File: src/rtl/spi_reg_bank.sv
// rtl/spi_reg_bank.sv - SPI mode-0 peripheral with NUM_REGS x DATA_W read/write register bank
// Optional SPI_ERR_COUNT_EN: err_count output plus read-only status address at NUM_REGS.
module spi_reg_bank #(
  parameter int NUM_REGS    = 5,
  parameter int DATA_W      = 8,
  parameter int ADDR_W      = 7,
  parameter int SYNC_STAGES = 2
) (
  input  logic                       clk,
  input  logic                       rst,
  input  logic                       sclk,
  input  logic                       ncs,
  input  logic                       copi,
  output logic                       cipo,
  output logic                       cipo_oe,
  output logic [NUM_REGS*DATA_W-1:0] regs_out,
  output logic [NUM_REGS-1:0]        wr_strobe,
  output logic                       frame_err
`ifdef SPI_ERR_COUNT_EN
  ,
  output logic [7:0]                 err_count
`endif
);
  localparam int FRAME_LEN = 1 + ADDR_W + DATA_W;
  localparam int CNT_W     = $clog2(FRAME_LEN + 2);
  localparam logic [CNT_W-1:0] CNT_MAX   = CNT_W'(FRAME_LEN + 1);
  localparam logic [CNT_W-1:0] ADDR_LAST = CNT_W'(ADDR_W);
  localparam logic [CNT_W-1:0] DATA_LAST = CNT_W'(ADDR_W + DATA_W);

  typedef enum logic [2:0] {IDLE, CMD, ADDR, DATA, DONE, OVER} state_t;
  state_t state_q, state_d;

  // Index SYNC_STAGES-1 is the synchronised value; SYNC_STAGES is its previous sample.
  logic [SYNC_STAGES:0]   sclk_sync_q, ncs_sync_q;
  logic [SYNC_STAGES-1:0] copi_sync_q;

  logic [CNT_W-1:0]  cnt_q, cnt_d;
  logic              rw_q, rw_d;
  logic [ADDR_W-1:0] addr_q, addr_d, addr_full;
  logic [DATA_W-1:0] data_q, data_d, tx_q, tx_d, rd_val;
  logic              oe_q, oe_d;
  logic [DATA_W-1:0] regs_q [NUM_REGS];
  logic [DATA_W-1:0] regs_d [NUM_REGS];
  logic [NUM_REGS-1:0] strobe_q, strobe_d, wr_hit;
  logic              err_q, err_d;
`ifdef SPI_ERR_COUNT_EN
  logic [7:0]        err_cnt_q, err_cnt_d;
  logic              status_clr;
`endif

  logic copi_s, ncs_s, sclk_rise, sclk_fall, ncs_rise, ncs_fall;

  assign copi_s    = copi_sync_q[SYNC_STAGES-1];
  assign ncs_s     = ncs_sync_q[SYNC_STAGES-1];
  assign ncs_rise  = ncs_s & ~ncs_sync_q[SYNC_STAGES];
  assign ncs_fall  = ~ncs_s & ncs_sync_q[SYNC_STAGES];
  assign sclk_rise = sclk_sync_q[SYNC_STAGES-1] & ~sclk_sync_q[SYNC_STAGES] & ~ncs_s;
  assign sclk_fall = ~sclk_sync_q[SYNC_STAGES-1] & sclk_sync_q[SYNC_STAGES] & ~ncs_s;
  assign addr_full = {addr_q[ADDR_W-2:0], copi_s};

  always_comb begin
    rd_val = '0;
    for (int k = 0; k < NUM_REGS; k++) begin
      if (addr_full == ADDR_W'(k)) rd_val = regs_q[k];
    end
`ifdef SPI_ERR_COUNT_EN
    if (addr_full == ADDR_W'(NUM_REGS)) rd_val = DATA_W'(err_cnt_q);
`endif
  end

  always_comb begin
    for (int k = 0; k < NUM_REGS; k++) wr_hit[k] = (addr_q == ADDR_W'(k));
  end

  always_comb begin
    state_d  = state_q;
    cnt_d    = cnt_q;
    rw_d     = rw_q;
    addr_d   = addr_q;
    data_d   = data_q;
    tx_d     = tx_q;
    oe_d     = oe_q;
    regs_d   = regs_q;
    strobe_d = '0;
    err_d    = 1'b0;
`ifdef SPI_ERR_COUNT_EN
    status_clr = 1'b0;
`endif
    if (ncs_rise) begin
      state_d = IDLE;
      oe_d    = 1'b0;
      case (state_q)
        DONE: begin
          if (rw_q) begin
            if (|wr_hit) begin
              for (int k = 0; k < NUM_REGS; k++) begin
                if (wr_hit[k]) regs_d[k] = data_q;
              end
              strobe_d = wr_hit;
            end else begin
              err_d = 1'b1;
            end
          end
        end
        CMD, ADDR, DATA, OVER: err_d = 1'b1;
        default: ;
      endcase
`ifdef SPI_ERR_COUNT_EN
      status_clr = !rw_q && (addr_q == ADDR_W'(NUM_REGS)) &&
                   (state_q == DATA || state_q == DONE || state_q == OVER);
`endif
    end else if (ncs_fall) begin
      state_d = CMD;
      cnt_d   = '0;
      rw_d    = 1'b0;
      addr_d  = '0;
      data_d  = '0;
      tx_d    = '0;
      oe_d    = 1'b0;
    end else if (sclk_rise) begin
      cnt_d = (cnt_q == CNT_MAX) ? cnt_q : cnt_q + 1'b1;
      case (state_q)
        CMD: begin
          rw_d    = copi_s;
          state_d = ADDR;
        end
        ADDR: begin
          addr_d = addr_full;
          if (cnt_q == ADDR_LAST) begin
            state_d = DATA;
            if (!rw_q) tx_d = rd_val;
          end
        end
        DATA: begin
          data_d = {data_q[DATA_W-2:0], copi_s};
          if (cnt_q == DATA_LAST) state_d = DONE;
        end
        DONE: begin
          state_d = OVER;
          oe_d    = 1'b0;
        end
        default: ;
      endcase
    end else if (sclk_fall && !rw_q && (state_q == DATA || state_q == DONE)) begin
      // First falling edge presents the MSB; later ones advance the shifter.
      if (oe_q) tx_d = {tx_q[DATA_W-2:0], 1'b0};
      else      oe_d = 1'b1;
    end
`ifdef SPI_ERR_COUNT_EN
    err_cnt_d = err_cnt_q;
    if (err_q && err_cnt_q != 8'hFF) err_cnt_d = err_cnt_q + 8'd1;
    if (status_clr) err_cnt_d = {7'd0, err_q};
`endif
  end

  always_ff @(posedge clk or posedge rst) begin
    if (rst) begin
      sclk_sync_q <= '0;
      ncs_sync_q  <= '1;
      copi_sync_q <= '0;
      state_q     <= IDLE;
      cnt_q       <= '0;
      rw_q        <= 1'b0;
      addr_q      <= '0;
      data_q      <= '0;
      tx_q        <= '0;
      oe_q        <= 1'b0;
      strobe_q    <= '0;
      err_q       <= 1'b0;
      for (int k = 0; k < NUM_REGS; k++) regs_q[k] <= '0;
`ifdef SPI_ERR_COUNT_EN
      err_cnt_q   <= '0;
`endif
    end else begin
      sclk_sync_q <= {sclk_sync_q[SYNC_STAGES-1:0], sclk};
      ncs_sync_q  <= {ncs_sync_q[SYNC_STAGES-1:0], ncs};
      copi_sync_q <= {copi_sync_q[SYNC_STAGES-2:0], copi};
      state_q     <= state_d;
      cnt_q       <= cnt_d;
      rw_q        <= rw_d;
      addr_q      <= addr_d;
      data_q      <= data_d;
      tx_q        <= tx_d;
      oe_q        <= oe_d;
      strobe_q    <= strobe_d;
      err_q       <= err_d;
      regs_q      <= regs_d;
`ifdef SPI_ERR_COUNT_EN
      err_cnt_q   <= err_cnt_d;
`endif
    end
  end

  assign cipo      = oe_q & tx_q[DATA_W-1];
  assign cipo_oe   = oe_q;
  assign wr_strobe = strobe_q;
  assign frame_err = err_q;
`ifdef SPI_ERR_COUNT_EN
  assign err_count = err_cnt_q;
`endif

  for (genvar g = 0; g < NUM_REGS; g++) begin : g_flat
    assign regs_out[g*DATA_W +: DATA_W] = regs_q[g];
  end
endmodule

File: config.mk
export PLATFORM = sky130hd
export DESIGN_NAME = spi_reg_bank
export DESIGN_NICKNAME = d
export VERILOG_FILES = /design/src/rtl/spi_reg_bank.sv
export SDC_FILE = /design/constraint.sdc
export NUM_CORES = 1
export LEC_CHECK = 0
export CORE_MARGIN = 2
export CORE_UTILIZATION = 35
export CTS_BUF_LIST = sky130_fd_sc_hd__clkbuf_2
export DETAILED_ROUTE_END_ITERATION = 8
export SLEW_MARGIN = 10
export SYNTH_ARGS = -nofsm -noshare
export SYNTH_HDL_FRONTEND = slang
export SYNTH_SLANG_ARGS = --single-unit
File: constraint.sdc
create_clock -name clk -period 3.45 [get_ports clk]
set_clock_uncertainty 0.15 [all_clocks]
set_input_delay 0.345 -clock clk [delete_from_list [all_inputs] [get_ports clk]]
set_output_delay 0.345 -clock clk [all_outputs]
set_load 0.01 [all_outputs]
==> results of run 1 <==
-- sequential cells by signal, indices dropped and copies added (netlist names), 5 cells and up --
| register | flops |
|---|---|
| cnt_q | 5 |
| data_q | 8 |
| addr_q | 7 |
| wr_strobe | 5 |
| tx_q | 8 |
| regs_out | 40 |
-- routing by layer --
layer,track usage [%],vias up
met5,0,-
met2,23.6,75
li1,-,1415
met4,5.53,0
met1,23.3,1526
met3,3.16,16
-- worst max-delay path, stage by stage (launching register included) --
cell     delay [ns]
dfstp_2        0.62
ha_1           0.38
nand4_2        0.24
nor4_4         0.86
mux2_4         0.35
-- final cells by class --
type	instances	area (um^2)	area share, %
Clock buffer	9	45.0	0.907
Sequential cell	87	2180	43.9
Inverter	11	42.5	0.857
Multi-Input combinational cell	242	1850	37.3
Timing Repair Buffer	61	608	12.2
Tap cell	143	179	3.60
Clock inverter	7	56.3	1.13
-- power breakdown --
part | internal (mW) | switching (mW) | leakage (nW)
sequential | 1.14 | 0.220 | 1.15
combinational | 0.260 | 0.305 | 0.938
clock | 0.103 | 0.379 | 0.0581
-- per-stage QoR --
stage	util, %	worst slack, ns	hold slack (ns)	instances
after floorplan	-	0.710	0.181	360
after global placement	42.0	0.851	0.182	541
after detailed placement	42.0	0.805	0.185	541
after CTS	43.1	0.781	0.0321	560
after global routing	43.1	0.653	0.0195	560
final	43.1	0.779	0.0640	560
-- placed cells by master, fill, tap and decap left out, types with 3 or more instances in the layout --
| cell type | n |
|---|---|
| dfrtp_1 | 84 |
| clkdlybuf4s50_1 | 52 |
| mux2_2 | 45 |
| nor2_1 | 19 |
| o21ai_0 | 17 |
| a21oi_1 | 16 |
| nand2_1 | 16 |
| nand2b_1 | 11 |
| nor3_1 | 11 |
| nor2b_1 | 10 |
| inv_1 | 10 |
| clkbuf_2 | 9 |
| mux2_4 | 8 |
| a22oi_1 | 6 |
| o21ai_1 | 5 |
| a2bb2oi_1 | 5 |
| ha_1 | 5 |
| buf_4 | 5 |
| nand4_1 | 4 |
| nand3b_1 | 4 |
| nand3_1 | 4 |
| a31oi_1 | 4 |
| o41ai_1 | 4 |
| and2_1 | 3 |
| dlygate4sd3_1 | 3 |
| dfstp_2 | 3 |
-- timing repair --
item | in CTS | in global routing
setup buffers | 0 | 0
hold endpoints to repair | 8 | 0
hold buffers | 3 | 0
-- logic make-up after synthesis --
group | Yosys count | share of synthesized area (%)
simple gates | 105 | 15.1
flops | 87 | 52.3
fa+ha+maj | 5 | 1.50
compound gates | 76 | 12.1
buf+inv | 31 | 3.30
xor+xnor | 2 | 0.420
mux | 54 | 15.3
-- how the worst max path moves through the flow --
stage                       startpoint                 endpoint  slack [ns]  cells after the start
2_1_floorplan                      rst    addr_q[0]$_DFFE_PP0P_        0.71                      1
3_3_place_gp   ncs_sync_q[1]$_DFF_PP1_  regs_out[4]$_DFFE_PP0P_        0.85                      4
3_5_place_dp   ncs_sync_q[1]$_DFF_PP1_  regs_out[3]$_DFFE_PP0P_        0.80                      4
4_1_cts        ncs_sync_q[1]$_DFF_PP1_  regs_out[1]$_DFFE_PP0P_        0.78                      4
5_1_grt        ncs_sync_q[1]$_DFF_PP1_  regs_out[6]$_DFFE_PP0P_        0.65                      4
6_report       ncs_sync_q[1]$_DFF_PP1_  regs_out[1]$_DFFE_PP0P_        0.78                      4
==> metrics.yaml, run 1 <==
run:
  cap_violations: 0
detailed_routing:
  avgViaCountPerCell: 5.41
  dr.pass1.iters: 6
  wl_met1_mm: 4.81
  drcViolationCount: 3
  top_layer_used: "met4"
  dr_wl_met2_mm: 4.48
  ant_nets: 0
  dr.first_iter.drc_count: 159
  drt_wl_total_mm: 9.91
  wl_per_cell_um: 17.7
  wl_met3_um: 420
  vias: 3032
synth:
  syn_nets: 370
  synth_edf_count: 0
  synth_cells: 360
  ys_seq_elements: 87
  synth_flop_cell: "dfrtp_1"
  synth.distinct_cells: 65
  syn_avg_cell_area_um2: 11.6
  synth_common_cells: "dfrtp_1 (84), mux2_2 (45), nor2_1 (19)"
  netlist_area_mm2: 0.00417
  ys_warn_count: 0
  synth_top_area_share_pct: 50.4
  yosys.area.top_type: "dfrtp_1"
  synth_most_common_cell: "dfrtp_1"
  yosys-top-cells-area: "dfrtp_1 (50%), mux2_2 (12%), mux2_4 (2.9%), o21ai_0 (2.0%), a21oi_1 (1.9%)"
  yosysSeqAreaShare_pct: 52.3
  ys_async_sr_fraction_pct: 100
clock_network:
  clkTransAtPathRegs_ns: 0.24
  worstSkewPairLatency_ns: 0.56
  post_cts_resized: 0
  clockRootBuffer: "clkbuf_2"
  h-tree-depth: 3
  cts_buffers: 9
  cts_tree: "done"
  cts.sinks: 87
  clockBufferDepth: 2
pwr:
  ir_drop_mv: 0.186
  powerDensity_mw_per_mm2: 484
  p_leak_nw: 2.15
  p_total_mw: 2.40
status:
  status: "finished with violations"
  violations: "design-rule violations"
layout:
  layout-drive-gt1-share_pct: 22.3
  nets: 422
  area_growth_pct: 19.0
  num_antenna_cells: 0
  fin_area_mm2: 0.00497
  fillers: 1099
timing:
  fmax_ghz: 0.374
  tns_ns: 0
  hold_violations: 0
  tightest_slew_ns: 0.973
  post-route-period-util_pct: 77.4
  relSlewSlack_pct: 34.6
  rsz0062_at_grt: "no"
  finalSetupViolations: 0
  drv_slew: 0
  period_needed_ns: 2.67
grt:
  antenna_found_initial: 0
  grt_overflow: 0
  grt_usage_pct: 15.9
  grt_pass1_vias: 2839
  grt_max_degree: 88
  grt_pass1_wl_mm: 15.9
worst_hold_path:
  hp-class: "input port to flop"
  min_to: "sclk_sync_q[0]$_DFF_PP0_"
  hold_path_depth: 1
  hp-start: "sclk"
worst_setup_path:
  rr_worst_depth: 4
  critPathMaxFanout: 10
  cp-end-kind: "flop"
  worstSetupStartpointType: "flop"
  crit_arrival_ns: 2.99
  rr_startpoint: "ncs_sync_q[1]$_DFF_PP1_"
  cp.required_ns: 3.76
  rr_endpoint: "regs_out[1]$_DFFE_PP0P_"
  reg2reg_slack_ns: 0.78
  worst-setup-path-type: "flop to flop"
placed_design:
  port_buffers: 52
  dpl.hpwl_mm: 6.83
  place_area_mm2: 0.00483
  gp_routability_congestion: 0.812
die:
  num_rows: 39
  initial_core_util_pct: 36.2
  fp.dieArea_mm2: 0.0128
  top_level_ports: 53
  die_w_um: 113
  core_area_mm2: 0.0115
  die_h_um: 113
Note: power is estimated with default switching activity, not from simulation.
==> run 2, diff against run 1 <==
==> constraint.sdc (replaced) <==
create_clock -name clk -period 2.7 [get_ports clk]
set_clock_uncertainty 0.15 [all_clocks]
set_input_delay 0.27 -clock clk [delete_from_list [all_inputs] [get_ports clk]]
set_output_delay 0.27 -clock clk [all_outputs]
set_load 0.01 [all_outputs]
==> metrics.yaml, run 2 (synthesis gave the netlist of run 1 again) <==
worst_setup_path:
  crit_arrival_ns: 2.78  # -0.21 ns
  worstSetupStartpointType: "flop"
  cp.required_ns: 3.06  # -0.70 ns
  reg2reg_slack_ns: 0.28  # -0.50 ns
  worst-setup-path-type: "flop to flop"
  critPathMaxFanout: 10  # unchanged
  cp-end-kind: "flop"
pwr:
  ir_drop_mv: 0.241  # +29%
  powerDensity_mw_per_mm2: 638  # +32%
  p_leak_nw: 2.22  # +3.2%
  p_total_mw: 3.24  # +35%
detailed_routing:
  avgViaCountPerCell: 5.30  # -2.2%
  ant_nets: 0  # unchanged
  drcViolationCount: 3  # unchanged
  dr.first_iter.drc_count: 152  # -4.4%
  dr.pass1.iters: 6  # unchanged
  vias: 3019  # -0.43%
  wl_per_cell_um: 17.6  # -0.40%
  drt_wl_total_mm: 10.0  # +1.4%
die:
  die_h_um: 113  # unchanged
  top_level_ports: 53  # unchanged
  die_w_um: 113  # unchanged
  initial_core_util_pct: 36.2  # unchanged
  core_area_mm2: 0.0115  # unchanged
  fp.dieArea_mm2: 0.0128  # unchanged
  num_rows: 39  # unchanged
placed_design:
  dpl.hpwl_mm: 7.14  # +4.4%
  place_area_mm2: 0.00490  # +1.4%
  gp_routability_congestion: 0.844  # +3.9%
  port_buffers: 52  # unchanged
  dp.cells: 550  # +1.7%
  pre_cts_slack_ns: 0.309  # -0.495 ns
clock_network:
  h-tree-depth: 3  # unchanged
  post_cts_resized: 0  # unchanged
  cts_buffers: 9  # unchanged
  cts_tree: "done"
  post_cts_buffers: 0  # unchanged
  ctsHoldBuffers: 4  # +1
  clkTransAtPathRegs_ns: 0.27  # +0.03 ns
  clockBufferDepth: 2  # unchanged
  cts.sinks: 87  # unchanged
  clockRootBuffer: "clkbuf_2"
  worstSkewPairLatency_ns: 0.55  # about the same
timing:
  tns_ns: 0  # unchanged
  worst_slack_ns: 0.283  # -0.496 ns
  rsz0062_at_grt: "no"
  relSlewSlack_pct: 44.2  # +9.6 points
  tightest_slew_ns: 0.836  # -0.137 ns
  hold_violations: 0  # unchanged
  period_needed_ns: 2.42  # -0.254 ns
  timing.hold.ws_ns: 0.225  # +0.161 ns
  drv_slew: 0  # unchanged
  post-route-period-util_pct: 89.5  # +12 points
  fmax_ghz: 0.414  # +11%
  finalSetupViolations: 0  # unchanged
layout:
  fin_area_mm2: 0.00507  # +2.1%
  layout_commonest_cell: "dfrtp_1"
  fin_cells: 570  # +1.8%
  largest_reg_flops: 40  # unchanged
  mostFrequentLayoutCells: "dfrtp_1 (84), clkdlybuf4s50_1 (52), mux2_2 (45)"
  num_antenna_cells: 0  # unchanged
  area_growth_pct: 21.5
  nets: 432  # +2.4%
  layout-drive-gt1-share_pct: 24.1  # +1.8 points
  fin_util_pct: 44.0  # +0.89 points
  fillers: 1075  # -2.2%
worst_hold_path:
  hp-class: "flop to flop"
run:
  cap_violations: 0  # unchanged
grt:
  antenna_found_initial: 0  # unchanged
  grt_overflow: 0  # unchanged
  grt_max_degree: 43  # -51%
  grt_pass1_wl_mm: 15.8  # -0.61%
  grt_pass1_vias: 2896  # +2.0%
  grt_usage_pct: 15.8  # -0.17 points
status:
  status: "finished with violations"
  violations: "design-rule violations"
run 2: changes by cell type in the layout (fill, tap and decap cells not counted), sizes merged:
cell | previous run | this run
buf | 6 | 15
clkinv | 4 | 2
clkinvlp | 2 | 0
inv | 12 | 14
bufinv | 0 | 1
clkbuf | 9 | 10
dlygate4sd3 | 3 | 4
run 2: area by class of cell:
class                      count  area, um^2  area share (%)
clock inverter                 6        76.3            1.51
sequential                    87        2180            43.0
tap                          143         179            3.53
multi-input combinational    242        1850            36.6
clock buffer                  10        50.0           0.987
inverter                      11        42.5           0.839
timing repair buffer          71         686            13.5
run 2: final timing paths:
| kind | from | to | cells past startpoint |
|---|---|---|---|
| min in group asynchronous | rst | tx_q[6]$_DFFE_PP0P_ | 3 |
| worst max-delay path | addr_q[3]$_DFFE_PP0P_ | tx_q[2]$_DFFE_PP0P_ | 5 |
| worst min register to register | ncs_sync_q[0]$_DFF_PP1_ | ncs_sync_q[1]$_DFF_PP1_ | 0 |
| max in group asynchronous | rst | regs_out[8]$_DFFE_PP0P_ | 4 |
| worst max register to register | addr_q[3]$_DFFE_PP0P_ | tx_q[2]$_DFFE_PP0P_ | 5 |
| worst min-delay path | ncs_sync_q[0]$_DFF_PP1_ | ncs_sync_q[1]$_DFF_PP1_ | 0 |
run 2: routing by layer:
| layer | global-route usage, % | routed length [um] | up-vias |
|---|---|---|---|
| met4 | 6.18 | 152 | 0 |
| met3 | 1.93 | 503 | 11 |
| met5 | 0 | 0 | - |
| met1 | 23.7 | 4810 | 1510 |
| met2 | 23.2 | 4570 | 67 |
| li1 | - | - | 1431 |
run 2: report_power, final:
group | switching (mW) | internal [mW]
Combinational | 0.451 | 0.359
Sequential | 0.256 | 1.45
Clock | 0.479 | 0.237
Total | 1.19 | 2.05
run 2: worst max-delay path, cell delays in order, from the launching register on:
cell,delay (ns)
dfrtp_1,0.55
or4_1,0.67
nor2_1,0.47
a22oi_1,0.22
a2bb2oi_1,0.20
a21oi_1,0.15
==> patch 1, RTL diff (settings of run 1) <==
Build with the macro `SPI_ERR_COUNT_EN` defined.
--- a/src/rtl/spi_reg_bank.sv
+++ b/src/rtl/spi_reg_bank.sv
@@ -1,4 +1,6 @@
 // rtl/spi_reg_bank.sv - SPI mode-0 peripheral with NUM_REGS x DATA_W read/write register bank
 // Optional SPI_ERR_COUNT_EN: err_count output plus read-only status address at NUM_REGS.
+`define SPI_ERR_COUNT_EN
+
 module spi_reg_bank #(
   parameter int NUM_REGS    = 5,
Function (old outputs only; new: err_count): same outputs for any inputs over 4 cycles, from zero or initial values and one cycle with rst high; that may be too few to reach the edited logic, so the function may still have changed.
==> patch 1 against run 1 <==
Setup slack got worse by 0.21 ns; core utilization rose by 0.15 points; sequential cell count rose by 8; wire length rose by 11%; critical path type unchanged; largest power group unchanged; combinational power rose by 3.9%; die area rose by 7.3%; power rose by 7.8%; sequential share of layout area fell by 0.14 points; area after synthesis rose by 7.6%; maximum frequency fell by 7.4%; non-clock buffer count rose by 11; cell area rose by 9.5%; highest routed layer unchanged.
==> patch 1: results (changes against run 1) <==
Synth
  – Synthesized netlist cell count: 408 (+13%)
  – Mux cell area share after synthesis: 13.41% (-1.9 points)
  – Synth area leaders: dfrtp_1 (51%), mux2_2 (12%), nand2_1 (3.7%)
  – Synth top cells by count: dfrtp_1 (92), mux2_2 (47), nand2_1 (44)
  – Post-Synth Adder-Cell Area: 1.673% (+0.17 points)
  – Post-synthesis compound-gate area fraction: 11.88% (-0.27 points)
  – Post-Syn Nets: 419 (+13%)

Placed design
  – Routability cong.: 0.8267 (+1.8%)
  – Inst Count DP: 631 (+17%)
  – Pre-CTS setup slack: 0.5408 ns (-0.2641 ns)
  – Placed Area: 5298 sq um (+9.6%)
  – Post-detail-place hpwl: 7796 microns (+14%)
  – I/O Buffers: 60 (+15%)

Detailed routing
  – Vias per cell: 5.276 (-2.5%)
  – Drt first pass iters: 5 (-1)
  – Initial drt markers: 214 (+35%)
  – DR WL/cell: 16.89 microns (-4.5%)

Critical path
  – CP arrival: 3.27 ns (+0.28 ns)
  – Crit Path Max Fanout: 15 (+5)
  – Slowest CP cell: dfstp_2
  – R2r worst-path depth: 5 (+1)

Pwr
  – Peak VDD IR: 0.1817 mV (-2.5%)
  – Comb pwr: 0.000587 W (+3.9%)
  – Power Clock: 0.000518 W (+7.7%)
  – Sw frac: 38.32% (+0.72 points)
  – Leak pwr: 2.415 nW (+12%)

Clock network
  – CTS clk-pin slew, worst paths: 0.27 ns (+0.03 ns)
  – Hold_buf cts: 4 (+1)
  – Clk_lat worst skew: 0.60 ns (+0.04 ns)

Final layout
  – Inverters: 12 (+1)
  – Post-Layout Inst Area: 5439 sq um (+9.5%)
  – Fill count: 1,179 (+7.3%)
  – Seq_cells: 95 (+9.2%)
  – Non-clock buffers, area share: 13.11% (+0.87 points)
  – Clock-cell share: 1.863% (-0.18 points)
  – Sequential cell area: 2381 sq um (+9.2%)
  – Non-clk bufs: 72 (+18%)
  – Fraction of area in multi-input gates: 36.44% (-0.90 points)
  – Comb_multi_in: 284 (+17%)
  – # nets final: 485 (+15%)

Timing
  – Slew HR: 42.89% (+8.3 points)

Global routing
  – GRT Overall Usage: 17.46% (+1.5 points)
  – Largest net degree at the start of global routing: 49 (-44%)
  – Vias in the first global route: 3,361 (+18%)
  – First-pass GRT wire length: 18,240 microns (+15%)

Hold path
  – Worst hold path type: reg2reg
  – Worst Hold Depth: 0 (-1)
  – Hold wc startpoint: ncs_sync_q[0]

Outcome
  – Status: finished, final reports clean
[patch 1: changes by cell type after synthesis, sizes merged, moves of 4 or more]
cell     change
a2bb2oi      -4
a31o         +6
dfrtp        +8
mux2         -6
mux2i        +4
nand2       +28
nand2b       -4
nand3       +16
nor2         +7
nor3         -9
nor4         +4
[patch 1: routing by layer]
metal | part of all wire [%] | wire length [microns] | GRT usage (%)
met2 | 45 | 4948 | 25.29
met5 | 0 | 0 | 0
met1 | 49 | 5365 | 25.77
met3 | 4.7 | 522 | 3.759
met4 | 1.4 | 159 | 6.196
[patch 1: worst max-delay path by stage]
stage / to / start / slack [ns]
2_1_floorplan: addr_q[0] / rst / 0.48
6_report: regs_out[22] / ncs_sync_q[1] / 0.56
5_1_grt: regs_out[22] / ncs_sync_q[1] / 0.43
3_3_place_gp: regs_out[23] / ncs_sync_q[1] / 0.59
4_1_cts: regs_out[22] / ncs_sync_q[1] / 0.52
3_5_place_dp: regs_out[22] / ncs_sync_q[1] / 0.54
==> patch 2, RTL diff (config.mk and constraints of run 1) <==
Made on the original files. Register the inputs `ncs` and `copi` before use, cleared by the reset. The logic sees them one clock later.
--- a/src/rtl/spi_reg_bank.sv
+++ b/src/rtl/spi_reg_bank.sv
@@ -29,4 +29,18 @@
 
   typedef enum logic [2:0] {IDLE, CMD, ADDR, DATA, DONE, OVER} state_t;
+
+  logic ncs_q;
+  logic copi_q;
+
+  always_ff @(posedge clk or posedge rst) begin
+    if (rst) begin
+      ncs_q  <= '0;
+      copi_q <= '0;
+    end else begin
+      ncs_q  <= ncs;
+      copi_q <= copi;
+    end
+  end
+
   state_t state_q, state_d;
 
@@ -174,6 +188,6 @@
     end else begin
       sclk_sync_q <= {sclk_sync_q[SYNC_STAGES-1:0], sclk};
-      ncs_sync_q  <= {ncs_sync_q[SYNC_STAGES-1:0], ncs};
-      copi_sync_q <= {copi_sync_q[SYNC_STAGES-2:0], copi};
+      ncs_sync_q  <= {ncs_sync_q[SYNC_STAGES-1:0], ncs_q};
+      copi_sync_q <= {copi_sync_q[SYNC_STAGES-2:0], copi_q};
       state_q     <= state_d;
       cnt_q       <= cnt_d;
Check against the original RTL: not equivalent (a bounded check fails within 10 cycles, from zero or initial values and one cycle with rst high).
==> patch 2 against run 1 <==
Power is 12% higher; setup slack better by 0.062 ns; wire length rose by 4.9%; first-iteration DRC count is 38% higher; sequential share of layout area increased by 0.40 points; cell area grew 1.4%; sequential cell count grew 2; area after synthesis increased by 1.2%.
==> patch 2: results (changes against run 1) <==
Detailed routing
  – Metal-1 WL: 4898 microns (+1.8%)
  – Vias per cell: 5.481 (+1.2%)
  – WL met3: 559 microns (+33%)
  – Drt first pass iters: 6 (unchanged)
  – Final WL: 10,390 microns (+4.9%)
  – DRC viols: 0 (-3)
  – Initial drt markers: 220 (+38%)
  – Met2 wire length: 4755 microns (+6.0%)

Timing
  – Final hold slack: 0.07509 ns (+0.01109 ns)
  – FMAX: 0.3833 GHz (+2.4%)
  – Worst-Margin Slew: 0.7114 ns (-0.2620 ns)

Critical path
  – CP top delay family: compound AO/OA/AOI/OAI gates
  – Worst reg2reg setup slack: 0.84 ns (+0.06 ns)
  – Critical R2R Launch: ncs_sync_q[1]
  – Setup crit end: tx_q[5]
  – CP peak stage delay: 0.63 ns (-0.23 ns)
  – Slowest CP cell: dfstp_2
  – Crit Path Max Fanout: 7 (-3)
  – R2r worst-path depth: 6 (+2)
  – CP arrival: 2.95 ns (-0.04 ns)

Final layout
  – Final non-filler cell total: 563 (+0.54%)
  – # nets final: 420 (-0.47%)
  – Syn-to-layout area delta: 19.20%
  – Layout cells sized above 1: 19.76% (-2.5 points)
  – Fill count: 1,152 (+4.8%)

Global routing
  – GR Util met1: 24.03% (+0.68 points)
  – First-pass GRT wire length: 16,920 microns (+6.2%)
  – Largest net degree at the start of global routing: 64 (-27%)
  – Met3 GRT Util: 2.922% (-0.24 points)
  – GRT Overall Usage: 17.04% (+1.1 points)
  – Vias in the first global route: 3,130 (+10%)
  – Antenna violations before repair: 1 (+1)
  – M2 GR Usage: 26.19% (+2.6 points)

Hold path
  – Hold wc startpoint: sclk
  – Worst Hold Depth: 1 (unchanged)

Synth
  – Sequential element share of the synthesized area: 52.83% (+0.57 points)
  – Yosys warnings: 0 (unchanged)
  – Async set-reset flop share out of synthesis: 100.0% (unchanged)
  – Synth top cells by count: dfrtp_1 (86), mux2_2 (39), inv_1 (30)
  – Main synth FF type: dfrtp_1
  – Yosys cell types: 61 (-6.2%)
  – Post-Syn Nets: 363 (-1.9%)
  – Synth area leaders: dfrtp_1 (51%), mux2_2 (10%), mux2i_1 (4.3%)
  – Avg Cell Area, Syn: 11.96 sq um (+3.2%)

Pwr
  – Sequential Power Share: 51.9% (-4.5 points)
  – Gate power share: 30.4% (+6.9 points)
  – Psw: 0.001040 W (+15%)
  – Leak pwr: 2.199 nW (+2.3%)
  – Peak VDD IR: 0.2462 mV (+32%)
  – Cell Pwr Density: 533.5 nW/um^2 (+10%)

Placed design
  – Pre-CTS setup slack: 0.8321 ns (+0.02725 ns)
  – Inst Count DP: 544 (+0.55%)
  – Placed Area: 4917 sq um (+1.7%)
  – Routability cong.: 0.8220 (+1.2%)
  – Post-detail-place hpwl: 7234 microns (+5.9%)

Clock network
  – H-tree depth: 3 (unchanged)
  – CTS Root Cell: clkbuf_2
  – Clk_lat worst skew: roughly 0.55 ns

Outcome
  – Status: finished, final reports clean
patch 2: cell count changes after synthesis, moves of 7 or more:
cell	run 1	this run
mux2i_1	1	18
o41ai_1	4	11
nand2_1	16	7
mux2_4	8	0
inv_1	11	30
a21oi_1	16	1
patch 2: kinds of logic (layout without fill, tap and decap cells):
group / Yosys count / count (layout) / share of synthesized area (%)
AO/OA/AOI/OAI: 70 / 70 / 13.69
XOR/XNOR: 1 / 1 / 0.2074
adder cells (fa/ha/maj): 5 / 5 / 1.481
buffers and inverters: 48 / 110 / 5.007
flip-flops: 89 / 89 / 52.83
multiplexers: 57 / 57 / 14.67
other: 0 / 1 / 0
AND/OR/NAND/NOR: 83 / 83 / 12.12
patch 2: layout make-up:
class	count	area share, %
clock buffer	10	0.9943
inverter	30	2.262
multi-input combinational	216	35.37
timing repair buffer	64	12.48
sequential	89	44.32
clock inverter	6	0.8700
antenna	1	0.04971
tap	147	3.654
patch 2: repair_timing:
action	CTS	global route
hold endpoints to repair	26	0
hold buffers	2	0
buffers inserted	0	0
